<file path="config.mk">
export PLATFORM = sky130hd
export DESIGN_NAME = msg_keep_gen_flat
export DESIGN_NICKNAME = d
export VERILOG_FILES = /design/src/rtl/msg_keep_pkg.sv /design/src/rtl/msg_keep_gen_if.sv /design/src/rtl/msg_keep_gen_len_to_mask.sv /design/src/rtl/msg_keep_gen.sv /design/src/flat_wrapper.sv
export SDC_FILE = /design/constraint.sdc
export NUM_CORES = 1
export LEC_CHECK = 0
export BUFFER_PORTS_ARGS = -buffer_cell sky130_fd_sc_hd__buf_2
export CAP_MARGIN = 15
export CORE_MARGIN = 2
export CORE_UTILIZATION = 25
export CTS_BUF_LIST = sky130_fd_sc_hd__clkbuf_16
export CTS_CLUSTER_SIZE = 30
export DETAILED_ROUTE_END_ITERATION = 6
export PLACE_DENSITY = 0.4
export SLEW_MARGIN = 40
export SYNTH_ARGS = -nofsm -noshare
export SYNTH_HDL_FRONTEND = slang
export SYNTH_SLANG_ARGS = --single-unit
</file>
<file path="constraint.sdc">
create_clock -name clk -period 3.5 [get_ports clk]
set_clock_uncertainty 0.1 [all_clocks]
set_input_delay 0.35 -clock clk [delete_from_list [all_inputs] [get_ports clk]]
set_output_delay 0.35 -clock clk [all_outputs]
set_load 0.01 [all_outputs]
</file>
<file path="src/rtl/msg_keep_pkg.sv">
// Shared types for the streaming byte-keep mask generator.
package msg_keep_pkg;

  localparam int KEEP_W_DEF = 8;
  localparam int LEN_W_DEF  = 16;

  typedef logic [KEEP_W_DEF-1:0] keep_t;

  typedef enum logic {
    IDLE = 1'b0,
    BUSY = 1'b1
  } fsm_e;

endpackage

</file>
<file path="src/rtl/msg_keep_gen_if.sv">
// Request (length/offset) and beat-mask channels of msg_keep_gen, plus FSM state for observation.
// Both channels: a transfer happens on the rising edge where valid and ready are both 1;
// the source holds its payload stable while valid=1 and ready=0.
interface msg_keep_gen_if #(
  parameter int LEN_W  = 16,
  parameter int KEEP_W = 8,
  parameter int OFF_W  = $clog2(KEEP_W),
  parameter int CNT_W  = $clog2(KEEP_W) + 1
);
  import msg_keep_pkg::*;

  logic              len_valid_i;
  logic [LEN_W-1:0]  len_i;
  logic [OFF_W-1:0]  off_i;
  logic              len_ready_o;
  logic              mask_valid_o;
  logic              mask_ready_i;
  logic [KEEP_W-1:0] mask_o;
  logic [CNT_W-1:0]  cnt_o;
  logic              last_o;
  fsm_e              state;

  modport slave (
    input  len_valid_i, len_i, off_i, mask_ready_i,
    output len_ready_o, mask_valid_o, mask_o, cnt_o, last_o, state
  );

  modport master (
    output len_valid_i, len_i, off_i, mask_ready_i,
    input  len_ready_o, mask_valid_o, mask_o, cnt_o, last_o, state
  );

endinterface

</file>
<file path="src/rtl/msg_keep_gen_len_to_mask.sv">
// Thermometer code: mask bit i is set when i < n.
module len_to_mask #(
  parameter int KEEP_W = 8,
  parameter int CNT_W  = $clog2(KEEP_W) + 1
) (
  input  logic [CNT_W-1:0]  n,
  output logic [KEEP_W-1:0] mask
);

  always_comb begin
    mask = '0;
    for (int i = 0; i < KEEP_W; i++) begin
      mask[i] = (i < int'(n));
    end
  end

endmodule

</file>
<file path="src/rtl/msg_keep_gen.sv">
// Streams one byte-keep mask per data beat for a message given by length and start lane.
module msg_keep_gen
  import msg_keep_pkg::*;
#(
  parameter int LEN_W  = LEN_W_DEF,
  parameter int KEEP_W = KEEP_W_DEF,
  parameter int OFF_W  = $clog2(KEEP_W),
  parameter int CNT_W  = $clog2(KEEP_W) + 1
) (
  input logic           clk,
  input logic           reset,
  msg_keep_gen_if.slave bus
);

  fsm_e              state;
  logic [LEN_W-1:0]  rem;
  logic              valid_q;
  logic [KEEP_W-1:0] mask_q;
  logic [CNT_W-1:0]  cnt_q;
  logic              last_q;

  logic [OFF_W-1:0]  off;
  logic [CNT_W-1:0]  off_ext, room, cnt_first, first_hi, cnt_next;
  logic [KEEP_W-1:0] hi_mask, lo_mask, next_mask;
  logic              beat_take, accept;

  assign off = bus.off_i;

  // First beat is limited by the lanes left above the offset; later beats by a full beat.
  always_comb begin
    off_ext   = CNT_W'(off);
    room      = CNT_W'(KEEP_W) - off_ext;
    cnt_first = (bus.len_i < LEN_W'(room)) ? CNT_W'(bus.len_i) : room;
    first_hi  = off_ext + cnt_first;
    cnt_next  = (rem < LEN_W'(KEEP_W)) ? CNT_W'(rem) : CNT_W'(KEEP_W);
  end

  len_to_mask #(.KEEP_W(KEEP_W), .CNT_W(CNT_W)) u_hi   (.n(first_hi), .mask(hi_mask));
  len_to_mask #(.KEEP_W(KEEP_W), .CNT_W(CNT_W)) u_lo   (.n(off_ext),  .mask(lo_mask));
  len_to_mask #(.KEEP_W(KEEP_W), .CNT_W(CNT_W)) u_next (.n(cnt_next), .mask(next_mask));

  assign beat_take       = valid_q & bus.mask_ready_i;
  assign bus.len_ready_o = ~reset & ((state == IDLE) | (beat_take & last_q));
  assign accept          = bus.len_valid_i & bus.len_ready_o;

  always_ff @(posedge clk or posedge reset) begin
    if (reset) begin
      state   <= IDLE;
      rem     <= '0;
      valid_q <= 1'b0;
      mask_q  <= '0;
      cnt_q   <= '0;
      last_q  <= 1'b0;
    end else if (accept && (bus.len_i != '0)) begin
      state   <= BUSY;
      valid_q <= 1'b1;
      mask_q  <= hi_mask & ~lo_mask;
      cnt_q   <= cnt_first;
      rem     <= bus.len_i - LEN_W'(cnt_first);
      last_q  <= (bus.len_i == LEN_W'(cnt_first));
    end else if (accept || (beat_take && last_q)) begin
      // Zero-length request or end of message with nothing new: back to idle.
      state   <= IDLE;
      valid_q <= 1'b0;
      mask_q  <= '0;
      cnt_q   <= '0;
      last_q  <= 1'b0;
      rem     <= '0;
    end else if (beat_take) begin
      mask_q  <= next_mask;
      cnt_q   <= cnt_next;
      rem     <= rem - LEN_W'(cnt_next);
      last_q  <= (rem == LEN_W'(cnt_next));
    end
  end

  assign bus.mask_valid_o = valid_q;
  assign bus.mask_o       = mask_q;
  assign bus.cnt_o        = cnt_q;
  assign bus.last_o       = last_q;
  assign bus.state        = state;

  mask_cnt_a: assert property (@(posedge clk) disable iff (reset)
    valid_q |-> ($countones(mask_q) == int'(cnt_q)));

  hold_a: assert property (@(posedge clk) disable iff (reset)
    (valid_q && !bus.mask_ready_i) |=>
      (valid_q && $stable(mask_q) && $stable(cnt_q) && $stable(last_q)));

endmodule

</file>
<file path="src/flat_wrapper.sv">
// flat-port wrapper written by rule: the top's interface ports become plain ports
module msg_keep_gen_flat import msg_keep_pkg::*;
#(
  parameter int LEN_W  = LEN_W_DEF,
  parameter int KEEP_W = KEEP_W_DEF,
  parameter int OFF_W  = $clog2(KEEP_W),
  parameter int CNT_W  = $clog2(KEEP_W) + 1
)
  (clk, reset, bus_len_valid_i, bus_len_i, bus_off_i, bus_mask_ready_i, bus_len_ready_o, bus_mask_valid_o, bus_mask_o, bus_cnt_o, bus_last_o, bus_state);
  msg_keep_gen_if #(.LEN_W(LEN_W), .KEEP_W(KEEP_W), .OFF_W(OFF_W), .CNT_W(CNT_W)) bus_i ();
  input logic clk;
  input logic reset;
  input wire logic [$bits(bus_i.len_valid_i)-1:0] bus_len_valid_i;
  input wire logic [$bits(bus_i.len_i)-1:0] bus_len_i;
  input wire logic [$bits(bus_i.off_i)-1:0] bus_off_i;
  input wire logic [$bits(bus_i.mask_ready_i)-1:0] bus_mask_ready_i;
  output wire logic [$bits(bus_i.len_ready_o)-1:0] bus_len_ready_o;
  output wire logic [$bits(bus_i.mask_valid_o)-1:0] bus_mask_valid_o;
  output wire logic [$bits(bus_i.mask_o)-1:0] bus_mask_o;
  output wire logic [$bits(bus_i.cnt_o)-1:0] bus_cnt_o;
  output wire logic [$bits(bus_i.last_o)-1:0] bus_last_o;
  output wire logic [$bits(bus_i.state)-1:0] bus_state;
  assign bus_i.len_valid_i = bus_len_valid_i;
  assign bus_i.len_i = bus_len_i;
  assign bus_i.off_i = bus_off_i;
  assign bus_i.mask_ready_i = bus_mask_ready_i;
  assign bus_len_ready_o = bus_i.len_ready_o;
  assign bus_mask_valid_o = bus_i.mask_valid_o;
  assign bus_mask_o = bus_i.mask_o;
  assign bus_cnt_o = bus_i.cnt_o;
  assign bus_last_o = bus_i.last_o;
  assign bus_state = bus_i.state;
  msg_keep_gen #(.LEN_W(LEN_W), .KEEP_W(KEEP_W), .OFF_W(OFF_W), .CNT_W(CNT_W)) u_core (.clk(clk), .reset(reset), .bus(bus_i));
endmodule
</file>
After elaboration in Yosys (flattened, before gate mapping)
Cells that the tools add are included.

Add/subtract/negate cells: 4. $lt $le $gt $ge: 26. Eq/ne operators: 2. Mux-type cells: 16. Bitwise operators: 9. Reductions and logical operators: 6.

Operators by type and width (count): $mux 16 (3); $eq 16x4->1 (2); $lt 3x4->1 const A (8); $sub 16x4->16 (2); $mux 8 (3); $mux 4 (5); $lt 1x4->1 const A (4); $lt 16x4->1 (1); $lt 16x4->1 const B (1); $lt 2x4->1 const A (4); $reduce_bool 16->1 (1); $lt 3x3->1 const A (4); $and 8x8->8 (1); $not 8->8 (1); $lt 1x3->1 const A (2); $lt 2x3->1 const A (2); $mux 1 (5); $add 3x4->4 (1); $and 1x1->1 (4); $sub 4x3->4 const A (1); $reduce_bool 3->1 (1); $logic_and 1x1->1 (2); $not 1->1 (2); $reduce_bool 2->1 (1); 2 further kinds (2).

Flip-flop bits (word level): 30. Bits of input ports: 23. Output and inout bits: 16. Logic and storage cells: 68.

Depth between registers and ports, before layout
Gate-level depths: netlist (run 1).

Depth after elaboration: 8. Gate-level depth with buffers: 18. Gate-level depth less buffers: 17.

Cells and area by module
From an unflattened synthesis (run 1), not the netlist that was laid out.

Cells, all modules: 333. Area total of the unflattened synthesis: 2625.0 um2.

Modules (own cells, without submodules): msg_keep_gen (instances 1, cells an instance 306, area each 2422.3 um2, seq. area each 750.7 um2); len_to_mask (instances 3, cells an instance 9, area each 67.6 um2, seq. area each 0.0 um2).

Worst setup path before layout (run 1)
OpenSTA, ideal clock, no wires.

Kind: input-to-reg. From: input bus_off_i[2]. To: register u_core.mask_q[1] (netlist: u_core.bus.mask_o[1]). Library setup time: 0.126 ns. Arrival: 3.589 ns. Data required time: 3.274 ns. Path slack: -0.315 ns. Stages on the path: 16. Path buffers: 2. Path through: buf_6 nor3_1 inv_1 ha_1 a31oi_1 nand3_4 nand2b_4 buf_6 mux2i_1 inv_1 ha_1 a21o_1 a21oi_1 xor2_2 nand3_1 a221o_1.

Word-level cells in the longest chain between the ends: 7. Elaborated cells on any way between the ends: 9. Classes of those cells: add/sub: 2; order compare: 3; mux: 2; bitwise: 2.

Ends and longest elaborated chain: from (decl) (line flat_wrapper.sv:15) `input wire logic [$bits(bus_i.off_i)-1:0] bus_off_i;`; $sub 4x3->4 (line msg_keep_gen.sv:32) `room = CNT_W'(KEEP_W) - off_ext;`; $lt 16x4->1 (line msg_keep_gen.sv:33) `cnt_first = (bus.len_i < LEN_W'(room)) ? CNT_W'(bus.len_i) : room;`; $mux 4 (line msg_keep_gen.sv:33); $add 3x4->4 (line msg_keep_gen.sv:34) `first_hi = off_ext + cnt_first;`; $lt 1x4->1 (line msg_keep_gen_len_to_mask.sv:13) `mask[i] = (i < int'(n));`; $and 8x8->8 (*) (line msg_keep_gen.sv:57) `mask_q <= hi_mask & ~lo_mask;`; $mux 8 (*) (line msg_keep_gen.sv:54) `end else if (accept && (bus.len_i != '0)) begin`; to (signal assigned) (line msg_keep_gen.sv:57); to (signal assigned) (line msg_keep_gen.sv:70) `mask_q <= next_mask;`; to (decl) (line msg_keep_gen.sv:18) `logic [KEEP_W-1:0] mask_q;`.

Every way passes the cells marked *; elsewhere a longest branch is shown, timed or not. A chain may end at the register's enable or synchronous reset.

Final worst setup path (run 1)
From: input bus_len_i[12]. To: register u_core.mask_q[1] (netlist: u_core.bus.mask_o[1]).

Word-level cells in the longest chain between the ends: 6. Elaborated cells on any way between the ends: 9. Classes of those cells: add/sub: 1; order compare: 2; mux: 2; bitwise: 1; reduce/logical: 3.

Ends and longest elaborated chain: from (decl) (line flat_wrapper.sv:14) `input wire logic [$bits(bus_i.len_i)-1:0] bus_len_i;`; $lt 16x4->1 (line msg_keep_gen.sv:33); $mux 4 (line msg_keep_gen.sv:33); $add 3x4->4 (line msg_keep_gen.sv:34); $lt 1x4->1 (line msg_keep_gen_len_to_mask.sv:13); $and 8x8->8 (line msg_keep_gen.sv:57); $mux 8 (line msg_keep_gen.sv:54).

Parallel ways exist; a longest one is shown, timed or not.

==> metrics.log, run 1 <==
INFO  metric cts_max_path_buffers = 2
INFO  metric cts_hold_buffers = 0
INFO  metric maximum_number_of_pins_on_one_net_before_global_route_repair = 31
INFO  metric hold_path_class = in -> async
INFO  metric synth_cells = 328
INFO  metric max_cap_viol_count = 0
INFO  metric avgViaCountPerCell = slightly above 5
INFO  metric setup_ws = 0.1836 ns
INFO  metric vias_in_the_first_global_route = ~2.6k
INFO  metric number_of_antenna_violations_at_the_first_check_in_global_routing = 0
INFO  metric async_sr_flop_fraction = 1.000
INFO  metric hpwl_after_detailed_placement = around 6.6 mm
INFO  metric total_routing_usage_reported_by_global_routing = 0.1564
INFO  metric share_of_the_clock_period_used_by_the_worst_path = 0.9475
INFO  metric drive_gt1_frac = 0.2897
INFO  metric cell_area_after_layout = ~3500 um2
INFO  metric antenna_cells = 0
INFO  metric vdd.ir_drop.worst = roughly 0.20 mV
INFO  metric path_cells = buf_2, or4_4, nor4_4, nand3_4, buf_6, nand2b_4, mux2i_2, inv_1, ha_1, a21o_1, a21oi_2, xor2_2, nand3_1, a221o_1
INFO  metric startpoint_type = input pin
INFO  metric synth_area_leader_cell = sky130_fd_sc_hd__dfrtp_1
INFO  metric die_w = around 110 um
INFO  metric most-common-layout-cells = sky130_fd_sc_hd__buf_4 (41), sky130_fd_sc_hd__buf_2 (38), sky130_fd_sc_hd__o21ai_0 (32)
INFO  metric critical_path.endpoint_type = flop
INFO  metric timing.final.hold_violations = 0
INFO  metric synth_enable_flop_cells = 0
INFO  metric synth_top_cell_area_share = 0.2828
INFO  metric cts.htree.levels = 2
INFO  metric synth-main-ff-cell = sky130_fd_sc_hd__dfrtp_1
INFO  metric synth.cell_area = 2655 um2
INFO  metric cts_tree = built
INFO  metric floorplan.die.height = 107.1 um
INFO  metric yosys.cell_types.count = 69
INFO  metric timing.max_slew.rel_slack = 0.4870
INFO  metric synth_warnings = 0
INFO  metric fmax = a little over 0.3 GHz
INFO  metric routed_wirelength = around 8.6 mm
INFO  metric dr.first_iter.drc_count = ~140
INFO  metric cts.clk_slew.worst_paths = ~0.050 ns
INFO  metric critical_path_peak_fanout = 4
INFO  metric slowest_stage = sky130_fd_sc_hd__or4_4
INFO  metric synth_nets = 360
INFO  metric synth.area.top_cells = sky130_fd_sc_hd__dfrtp_1 (28%), sky130_fd_sc_hd__o21ai_0 (6.2%), sky130_fd_sc_hd__nor2_1 (4.7%)
INFO  metric final_antenna_net_count = 0
INFO  metric start_util = 0.2572
INFO  metric gp_routability_congestion = between 0.7 and 0.8
INFO  metric nets = approximately 430
INFO  metric synth.avg_cell_area = 8.095 um2
INFO  metric static-leakage-power = between 0.001 and 0.0015 uW
INFO  metric cp.arrival = ~3.4 ns
INFO  metric crit_type = in -> reg
INFO  metric floorplan.die_area = 11460 um2
INFO  metric seq_area_frac_synth = 0.2828
INFO  metric cts.sink_count = 30
INFO  metric final-max-slew-violation-count = 0
INFO  metric max_slew.worst_pin.slew = ~0.77 ns
INFO  metric finalSetupViolations = 0
INFO  metric power.density_cell_area = approximately 610 nW/um2
INFO  metric rows = 37
INFO  metric postPlaceCellArea = 3263 um2
INFO  metric count_of_buffers_from_port_buffering = 38
INFO  metric grt_remaining_overflow = 0
INFO  metric rsz0062_at_grt = no
INFO  metric core_region_area = ~10000 um2
INFO  metric mostFrequentLayoutCell = sky130_fd_sc_hd__buf_4
INFO  metric wire_length_of_the_first_global_routing_pass = approximately 14 mm
INFO  metric design.portCount = 39
INFO  metric run_status = finished clean
INFO  metric critical_path.top_delay_family = simple AND/OR/NAND/NOR gates
INFO  metric synth_seq_cells = 30
INFO  metric crit_required = about 3.6 ns
INFO  metric pre_cts_ws = -0.1670 ns
INFO  metric cts-buffers-inserted = 5
INFO  metric drtPass1Iterations = 4
INFO  metric route.vias.total = ~2.7k
INFO  metric avgRoutedWirePerCell = between 15 and 20 um
INFO  metric syn_to_final_growth = 30.21%
INFO  metric final_routed_drc_violation_total = 0
INFO  metric shortest_period_the_worst_path_allows = around 3.3 ns
INFO  metric worst_path_largest_cell_delay = between 0.5 and 0.6 ns
INFO  metric cts_root_buffer = sky130_fd_sc_hd__clkbuf_16
INFO  metric timing.critical_path.buf_inv = 3
INFO  metric insertion_delay_to_the_later_sink_of_the_worst_skew_pair = roughly 0.28 ns
## final timing paths
kind	from	endpoint	slack, ns	depth (start not counted)
max reg2reg	u_core.rem[4]	u_core.rem[12]	0.42	13
min	reset	u_core.rem[15]	0.07	3
min reg2reg	u_core.bus.mask_o[7]	u_core.bus.mask_o[7]	0.38	2
min in group clk	bus_len_i[7]	u_core.rem[7]	0.27	3
max in group asynchronous	reset	u_core.bus.mask_o[0]	2.92	3
max	bus_len_i[12]	u_core.bus.mask_o[1]	0.18	14
## kinds of logic after synthesis
group / after synthesis / synth area share
compound gates: 106 / 0.2691
xor+xnor: 13 / 0.05561
fa+ha+maj: 10 / 0.04901
buf+inv: 29 / 0.04948
flops: 30 / 0.2828
mux: 7 / 0.02875
other cells: 1 / 0.001412
simple gates: 132 / 0.2639
## metrics by stage
stage               total power (uW)  setup TNS [ns]  hold WS, ns  utilization  instances
floorplan                       1306       -0.002926       0.3408            -        328
global placement                1686          -1.881       0.3521       0.3154        524
detailed placement              1686          -1.209       0.3571       0.3161        524
CTS                             2106               0      0.09617       0.3289        531
global route                    2268               0       0.1174       0.3349        533
finish                          2100               0      0.07198       0.3349        533
## area by class of cell
class	instances	area [um2]
clock buffers	5	125.1
clock inverters	2	7.507
fillers	1091	6867
inverters	11	41.29
multi-input cells	269	1853
flip-flops and latches	30	750.7
well taps	136	170.2
repair buffers	80	509.2
## tightest hold or removal path, stage by stage
cell and delay, ns:
sky130_fd_sc_hd__buf_2 0.11, sky130_fd_sc_hd__inv_1 0.04, sky130_fd_sc_hd__buf_4 0.36
## power breakdown
part / total, uW / internal, uW / switching (uW)
sequential: 699 / 516 / 183
clock: 409 / 254 / 155
combinational: 992 / 425 / 567
## cell usage after synthesis, types with 3 or more instances
cell,instances
sky130_fd_sc_hd__a211oi_1,3
sky130_fd_sc_hd__buf_2,3
sky130_fd_sc_hd__nand3_1,14
sky130_fd_sc_hd__or3_1,4
sky130_fd_sc_hd__or4_1,6
sky130_fd_sc_hd__a211o_1,3
sky130_fd_sc_hd__dfrtp_1,30
sky130_fd_sc_hd__ha_1,8
sky130_fd_sc_hd__mux2i_1,5
sky130_fd_sc_hd__a221oi_1,3
sky130_fd_sc_hd__nor4_1,6
sky130_fd_sc_hd__nand2_1,29
sky130_fd_sc_hd__xnor2_1,3
sky130_fd_sc_hd__a21oi_1,22
sky130_fd_sc_hd__a31oi_1,9
sky130_fd_sc_hd__o211ai_1,6
sky130_fd_sc_hd__nand2b_1,7
sky130_fd_sc_hd__and3_1,3
sky130_fd_sc_hd__o21ai_0,33
sky130_fd_sc_hd__xor2_1,7
sky130_fd_sc_hd__inv_1,11
sky130_fd_sc_hd__nor3_1,12
sky130_fd_sc_hd__clkbuf_1,12
sky130_fd_sc_hd__nor2_1,33
## routing by layer
metal	up-vias	global-route usage	wire (um)
li1	1351	-	-
met1	1281	0.2328	4410
met2	48	0.2315	3790
met3	8	0.02067	216
met4	0	0.05009	152
met5	-	0	0
## timing repair
item	in CTS	in global routing
setup buffers	0	2
resized for setup	0	9
endpoints found under the setup margin	0	6
## state kept, by name (all words and copies together) (netlist names)
name / flops
u_core.bus.state: 1
u_core.bus.last_o: 1
u_core.bus.mask_o: 8
u_core.rem: 16
u_core.bus.cnt_o: 4
(Power assumes the default switching activity.)
==> inputs of run 2 (changes only) <==
CELL_PAD_IN_SITES_DETAIL_PLACEMENT = 1   (was default)
CELL_PAD_IN_SITES_GLOBAL_PLACEMENT = 1   (was default)
PLACE_DENSITY = 0.51   (was 0.4)
==> run 2 against run 1 <==
Critical path depth fell by 1. Final cell count is 0.19% higher. Utilization up 0.12 points. Count of clock-buffer cells in the layout did not move. Critical path type unchanged. Maximum frequency rose by 2.2%. Sequential cell count unchanged. Clock power grew 19%. Setup slack improved by 0.072 ns.
==> metrics.log, run 2 (synthesis results as in run 1) <==
INFO  metric crit_type = in -> reg
INFO  metric maximum_number_of_pins_on_one_net_before_global_route_repair = 31 (unchanged)
INFO  metric filler_cell_count = 1275 (+17%)
INFO  metric static-leakage-power = 0.001438 uW (+1.0%)
INFO  metric final-max-slew-violation-count = 0 (unchanged)
INFO  metric most-common-layout-cells = sky130_fd_sc_hd__buf_4 (42), sky130_fd_sc_hd__buf_2 (38), sky130_fd_sc_hd__nor2_1 (31)
INFO  metric wire_length_of_the_first_global_routing_pass = 15.50 mm (+12%)
INFO  metric hpwl_after_detailed_placement = 7.323 mm (+11%)
INFO  metric max_cap_viol_count = 0 (unchanged)
INFO  metric avgViaCountPerCell = 5.157 (+2.3%)
INFO  metric drtPass1Iterations = 6 (+2)
INFO  metric cts.htree.levels = 2 (unchanged)
INFO  metric core_region_area = 10320 um2 (unchanged)
INFO  metric cts_tree = built
INFO  metric final-instance-count-excl-fill = 534 (+0.19%)
INFO  metric count_of_buffers_from_port_buffering = 38 (unchanged)
INFO  metric timing.reg2reg.worst_path_depth = 13 (unchanged)
INFO  metric run_status = finished clean
INFO  metric route.vias.total = 2754 (+2.5%)
INFO  metric dr.first_iter.drc_count = 181 (+32%)
INFO  metric cts_root_buffer = sky130_fd_sc_hd__clkbuf_16
INFO  metric share_of_the_clock_period_used_by_the_worst_path = 0.9270 (-0.02054)
INFO  metric cts.sink_count = 30 (unchanged)
INFO  metric path_cells = buf_2, or4_4, nor4_4, nand3_4, nand2b_4, mux2i_2, inv_1, ha_1, a21o_1, a21oi_2, xor2_2, nand3_1, a221o_1
INFO  metric final_routed_drc_violation_total = 0 (unchanged)
INFO  metric timing.final.hold_violations = 0 (unchanged)
INFO  metric crit_required = 3.56 ns (about the same)
INFO  metric floorplan.die_area = 11460 um2 (unchanged)
INFO  metric gp_routability_congestion = 0.8217 (+5.9%)
INFO  metric hold_path_class = in -> async
INFO  metric start_util = 0.2572 (unchanged)
INFO  metric critical_path_peak_fanout = 4 (unchanged)
INFO  metric regMostFlops = u_core.rem
INFO  metric design.portCount = 39 (unchanged)
INFO  metric number_of_antenna_violations_at_the_first_check_in_global_routing = 0 (unchanged)
INFO  metric largest_reg_flops = 16 (unchanged)
INFO  metric die_w = 107.1 um (unchanged)
INFO  metric nets = 429 (unchanged)
INFO  metric antenna_cells = 0 (unchanged)
INFO  metric mostFrequentLayoutCell = sky130_fd_sc_hd__buf_4
INFO  metric drive_gt1_frac = 0.2940 (+0.004297)
INFO  metric rows = 37 (unchanged)
INFO  metric timing.rr.start = u_core.rem[4]
INFO  metric cts_max_path_buffers = 2 (unchanged)
INFO  metric timing.reg2reg.setup_slack = 0.46 ns (+0.04 ns)
INFO  metric routed_wirelength = 9.374 mm (+9.4%)
INFO  metric worst_path_largest_cell_delay = 0.57 ns (about the same)
INFO  metric slowest_stage = sky130_fd_sc_hd__or4_4
INFO  metric cp.arrival = 3.30 ns (-0.08 ns)
INFO  metric placed_cells_incl_taps = 526 (+0.38%)
INFO  metric floorplan.die.height = 107.1 um (unchanged)
INFO  metric grt_remaining_overflow = 0 (unchanged)
INFO  metric rsz0062_at_grt = no
INFO  metric fmax = 0.3082 GHz (+2.2%)
INFO  metric cts.clk_slew.worst_paths = 0.06 ns (about the same)
INFO  metric cts_hold_buffers = 0 (unchanged)
INFO  metric total_routing_usage_reported_by_global_routing = 0.1727 (+0.01634)
INFO  metric vias_in_the_first_global_route = 2843 (+9.0%)
INFO  metric r2r_end = u_core.rem[12]
INFO  metric syn_to_final_growth = 30.68%
INFO  metric vdd.ir_drop.worst = 0.2430 mV (+22%)
INFO  metric insertion_delay_to_the_later_sink_of_the_worst_skew_pair = 0.28 ns (about the same)
INFO  metric shortest_period_the_worst_path_allows = 3.244 ns (-0.07190 ns)
INFO  metric power.density_cell_area = 629.2 nW/um2 (+3.6%)
INFO  metric critical_path.endpoint_type = flop
INFO  metric max_slew.worst_pin.slew = 0.7715 ns (+0.004364 ns)
INFO  metric startpoint_type = input pin
INFO  metric setup-tns-final = 0 ns (unchanged)
INFO  metric cts-buffers-inserted = 5 (unchanged)
INFO  metric finalSetupViolations = 0 (unchanged)
INFO  metric timing.max_slew.rel_slack = 0.4809 (-0.006008)
INFO  metric final_antenna_net_count = 0 (unchanged)
INFO  metric avgRoutedWirePerCell = 17.55 um (+9.2%)
## run 2: changes by cell type in the layout (fill, tap and decap cells not counted), sizes merged
cell	delta
bufinv	+1
## run 2: per-layer routing
layer  global-route usage  vias up  wire (um)
li1                     -     1356          -
met1               0.2693     1357       4956
met2               0.2559       37       4086
met3              0.01702        4        260
met4              0.03340        0         71
met5                    0        -          0
## run 2: final cells by class
type	count	area, um2	share of cell area
clock buffer	5	125.1	0.03606
sequential	30	750.7	0.2164
multi-input combinational	269	1839	0.5301
tap	136	170.2	0.04904
inverter	11	41.29	0.01190
clock inverter	3	37.54	0.01082
timing repair buffer	80	505.5	0.1457
## run 2: power breakdown
part / switching, uW / internal [uW] / leakage [uW]
sequential: 196 / 516 / 0.000341
combinational: 567 / 417 / 0.00101
clock: 158 / 330 / 0.0000864
## run 2: timing repair
item / in CTS / in global routing
setup endpoints to repair: 0 / 14
buffers inserted: 0 / 0
gates resized for setup: 0 / 13
## run 2: worst max path at each step
| stage | slack (ns) | end | from | cells past startpoint |
|---|---|---|---|---|
| 5_1_grt | 0.04 | u_core.bus.mask_o[0] | bus_off_i[0] | 17 |
| 6_report | 0.26 | u_core.bus.mask_o[2] | bus_len_i[12] | 13 |
| 3_5_place_dp | -0.17 | u_core.rem[8] | bus_off_i[0] | 19 |
| 4_1_cts | 0.11 | u_core.rem[8] | bus_off_i[0] | 19 |
| 3_3_place_gp | -0.12 | u_core.rem[6] | bus_off_i[0] | 18 |
| 2_1_floorplan | -0.003 | u_core.rem[14] | bus_off_i[2] | 18 |
## run 2: through the flow
stage               hold WS (ns)    util  power [uW]  area (um2)  setup WS [ns]
floorplan                 0.3408       -        1306        2680      -0.002926
global route              0.1398  0.3361        2367        3470        0.04073
detailed placement        0.3548  0.3168        1700        3271        -0.1690
global placement          0.3542  0.3168        1685        3271        -0.1176
CTS                       0.1027  0.3326        2199        3433         0.1132
finish                   0.07696  0.3361        2183        3470         0.2555
## run 2: critical path, delay by kind of cell
kind / cells / cell delay (ns)
compound gates: 3 / 0.72
xor+xnor: 1 / 0.24
fa+ha+maj: 1 / 0.27
buf+inv: 2 / 0.19
mux: 1 / 0.21
simple gates: 5 / 1.30
==> inputs of run 3 (changes only) <==
CORE_UTILIZATION = 43   (was 25)
PLACE_DENSITY = 0.8   (was 0.51)
==> run 3 against run 2 <==
Critical path type unchanged. Register-to-register slack lost 0.08 ns. Global-route usage grew 11 points. First-iteration DRC count shrank 3.9%. Routed wire length shrank 4.0%. Largest power group unchanged. Setup slack lost 0.13 ns.
==> metrics.log, run 3 (synthesis results as in run 1) <==
INFO  metric run_status = finished clean
INFO  metric count_of_buffers_from_port_buffering = 38 (unchanged)
INFO  metric drive_gt1_frac = 0.2990 (+0.005025)
INFO  metric total_routing_usage_reported_by_global_routing = 0.2811 (+0.1084)
INFO  metric cts_max_path_buffers = 2 (unchanged)
INFO  metric vias_in_the_first_global_route = 2836 (-0.25%)
INFO  metric final-max-slew-violation-count = 0 (unchanged)
INFO  metric internal_power = 1191 uW (-5.7%)
INFO  metric number_of_antenna_violations_at_the_first_check_in_global_routing = 0 (unchanged)
INFO  metric route.vias.total = 2906 (+5.5%)
INFO  metric p_sw_frac = 0.4425 (+0.02104)
INFO  metric critical_path_peak_fanout = 7 (+3)
INFO  metric insertion_delay_to_the_later_sink_of_the_worst_skew_pair = 0.28 ns (about the same)
INFO  metric dr.first_iter.drc_count = 174 (-3.9%)
INFO  metric power.share.clock = 0.199 (-0.025)
INFO  metric cts.htree.levels = 2 (unchanged)
INFO  metric cts_tree = built
INFO  metric finalSetupViolations = 0 (unchanged)
INFO  metric final_routed_drc_violation_total = 0 (unchanged)
INFO  metric fmax = 0.2964 GHz (-3.8%)
INFO  metric timing.final.hold_violations = 0 (unchanged)
INFO  metric nets = 429 (unchanged)
INFO  metric hpwl_after_detailed_placement = 6.885 mm (-6.0%)
INFO  metric cell_area_after_layout = 3373 um2 (-2.8%)
INFO  metric avgRoutedWirePerCell = 19.03 um (+8.4%)
INFO  metric post_route_total_power = 2137 uW (-2.1%)
INFO  metric filler_cell_count = 772 (-39%)
INFO  metric postPlaceCellArea = 3199 um2 (-2.2%)
INFO  metric path_cells = buf_2, or4_4, nor4_4, nand3_4, buf_4, nand2b_4, mux2i_2, inv_2, ha_1, a21o_1, a21oi_2, xor2_2, nand3_1, a221o_1
INFO  metric power.density_cell_area = 633.4 nW/um2 (+0.66%)
INFO  metric floorplan.die.height = 82.58 um (-23%)
INFO  metric seq_power_share = 0.332 (+0.006)
INFO  metric cts.sink_count = 30 (unchanged)
INFO  metric grt_remaining_overflow = 0 (unchanged)
INFO  metric mostFrequentLayoutCell = sky130_fd_sc_hd__buf_4
INFO  metric design.portCount = 39 (unchanged)
INFO  metric timing.critical_path.buf_inv = 3 (+1)
INFO  metric crit_type = in -> reg
INFO  metric final-instance-count-excl-fill = 473 (-11%)
INFO  metric cts.clk_slew.worst_paths = 0.06 ns (about the same)
INFO  metric highest_layer = met4
INFO  metric critical_path.top_delay_family = simple AND/OR/NAND/NOR gates
INFO  metric power.net_switching = 945.5 uW (+2.8%)
INFO  metric vdd.ir_drop.worst = 0.4150 mV (+71%)
INFO  metric cts_root_buffer = sky130_fd_sc_hd__clkbuf_16
INFO  metric gp_routability_congestion = 0.9370 (+14%)
INFO  metric syn_to_final_growth = 27.05%
INFO  metric pre_cts_ws = -0.2022 ns (-0.03316 ns)
INFO  metric cp.arrival = 3.43 ns (+0.13 ns)
INFO  metric crit_required = 3.56 ns (about the same)
INFO  metric timing.max_slew.rel_slack = 0.4207 (-0.06029)
INFO  metric die_w = 82.58 um (-23%)
INFO  metric most-common-layout-cells = sky130_fd_sc_hd__buf_4 (41), sky130_fd_sc_hd__buf_2 (38), sky130_fd_sc_hd__nor2_1 (31), sky130_fd_sc_hd__o21ai_0 (31), sky130_fd_sc_hd__dfrtp_1 (30)
INFO  metric setup_ws = 0.1263 ns (-0.1292 ns)
INFO  metric detailroute.wirelength.met3 = 398 um (+53%)
INFO  metric critical_path.endpoint_type = flop
INFO  metric final_antenna_net_count = 0 (unchanged)
INFO  metric share_of_the_clock_period_used_by_the_worst_path = 0.9639 (+0.03692)
INFO  metric hold_path_class = in -> async
INFO  metric wire_length_of_the_first_global_routing_pass = 14.55 mm (-6.1%)
INFO  metric max_cap_viol_count = 0 (unchanged)
INFO  metric routed_wirelength = 9.000 mm (-4.0%)
INFO  metric maximum_number_of_pins_on_one_net_before_global_route_repair = 22 (-29%)
INFO  metric rsz0062_at_grt = yes
INFO  metric cts-buffers-inserted = 5 (unchanged)
INFO  metric regMostFlops = u_core.rem
INFO  metric wire_length_on_met1 = 4.164 mm (-16%)
INFO  metric largest_reg_flops = 16 (unchanged)
INFO  metric floorplan.die_area = 6819 um2 (-40%)
INFO  metric static-leakage-power = 0.001422 uW (-1.1%)
INFO  metric antenna_cells = 0 (unchanged)
INFO  metric start_util = 0.4458 (+0.1886)
INFO  metric worst_path_largest_cell_delay = 0.56 ns (about the same)
INFO  metric power.combinational.fraction = 0.468 (+0.017)
INFO  metric avgViaCountPerCell = 6.144 (+19%)
INFO  metric core_region_area = 5956 um2 (-42%)
INFO  metric startpoint_type = input pin
INFO  metric slowest_stage = sky130_fd_sc_hd__or4_4
INFO  metric timing.rr.start = u_core.rem[4]
INFO  metric drtPass1Iterations = 4 (-2)
INFO  metric max_slew.worst_pin.slew = 0.8613 ns (+0.08982 ns)
INFO  metric rows = 28 (-24%)
INFO  metric detailroute.wirelength.met2 = 4.289 mm (+5.0%)
INFO  metric shortest_period_the_worst_path_allows = 3.374 ns (+0.1292 ns)
INFO  metric placed_cells_incl_taps = 464 (-12%)
INFO  metric launch_point_of_the_critical_path = bus_len_i[12]
## run 3: repair_timing
action / CTS / global route
hold endpoints to repair: 0 / 0
hold buffers: 0 / 0
gates resized for setup: 0 / 10
endpoints found under the setup margin: 0 / 14
setup buffers: 0 / 1
## run 3: per-layer routing
metal	GRT usage	up-vias
met1	0.3845	1440
met5	0	-
met4	0.08852	0
li1	-	1352
met3	0.02609	17
met2	0.4677	97
## run 3: final cells by class
type	instances	area, um2	area share
Clock inverter	3	16.27	0.004822
Clock buffer	5	125.1	0.03709
Multi-Input combinational cell	269	1828	0.5419
Inverter	11	41.29	0.01224
Tap cell	75	93.84	0.02782
Sequential cell	30	750.7	0.2226
Timing Repair Buffer	80	518.0	0.1536
## run 3: power groups by stage
stage / Combinational [uW] / Sequential [uW] / Clock (uW)
after floorplan: 634 / 672 / 0
after global placement: 940 / 692 / 0
after detailed placement: 977 / 700 / 0
after CTS: 986 / 700 / 430
after global routing: 1120 / 735 / 447
final: 1000 / 710 / 426
## run 3: worst reg2reg max path, delay by kind of cell (launching register included)
kind	cells	cell delay (ns)
AOI/OAI and AO/OA	3	0.42
adders and majority gates	1	0.21
buffers and inverters	1	0.20
DFF	1	0.45
and+or+nand+nor	8	1.61
## run 3: stage by stage
stage | TNS [ns] | util | hold slack (ns)
detailed placement | -1.519 | 0.5372 | 0.3214
finish | 0 | 0.5664 | 0.01429
floorplan | -0.002926 | - | 0.3408
global route | -0.007319 | 0.5664 | 0.05358
global placement | -0.2241 | 0.5372 | 0.3463
CTS | 0 | 0.5609 | 0.02834
## run 3: worst paths after layout
kind | endpoint | slack [ns] | cells past startpoint
worst max-delay path | u_core.bus.mask_o[2] | 0.13 | 14
worst min-delay path | u_core.rem[11] | 0.01 | 2
worst max register to register | u_core.rem[12] | 0.38 | 13
worst min register to register | u_core.bus.cnt_o[2] | 0.37 | 2
max in group asynchronous | u_core.rem[3] | 2.73 | 3
min in group clk | u_core.rem[7] | 0.27 | 3
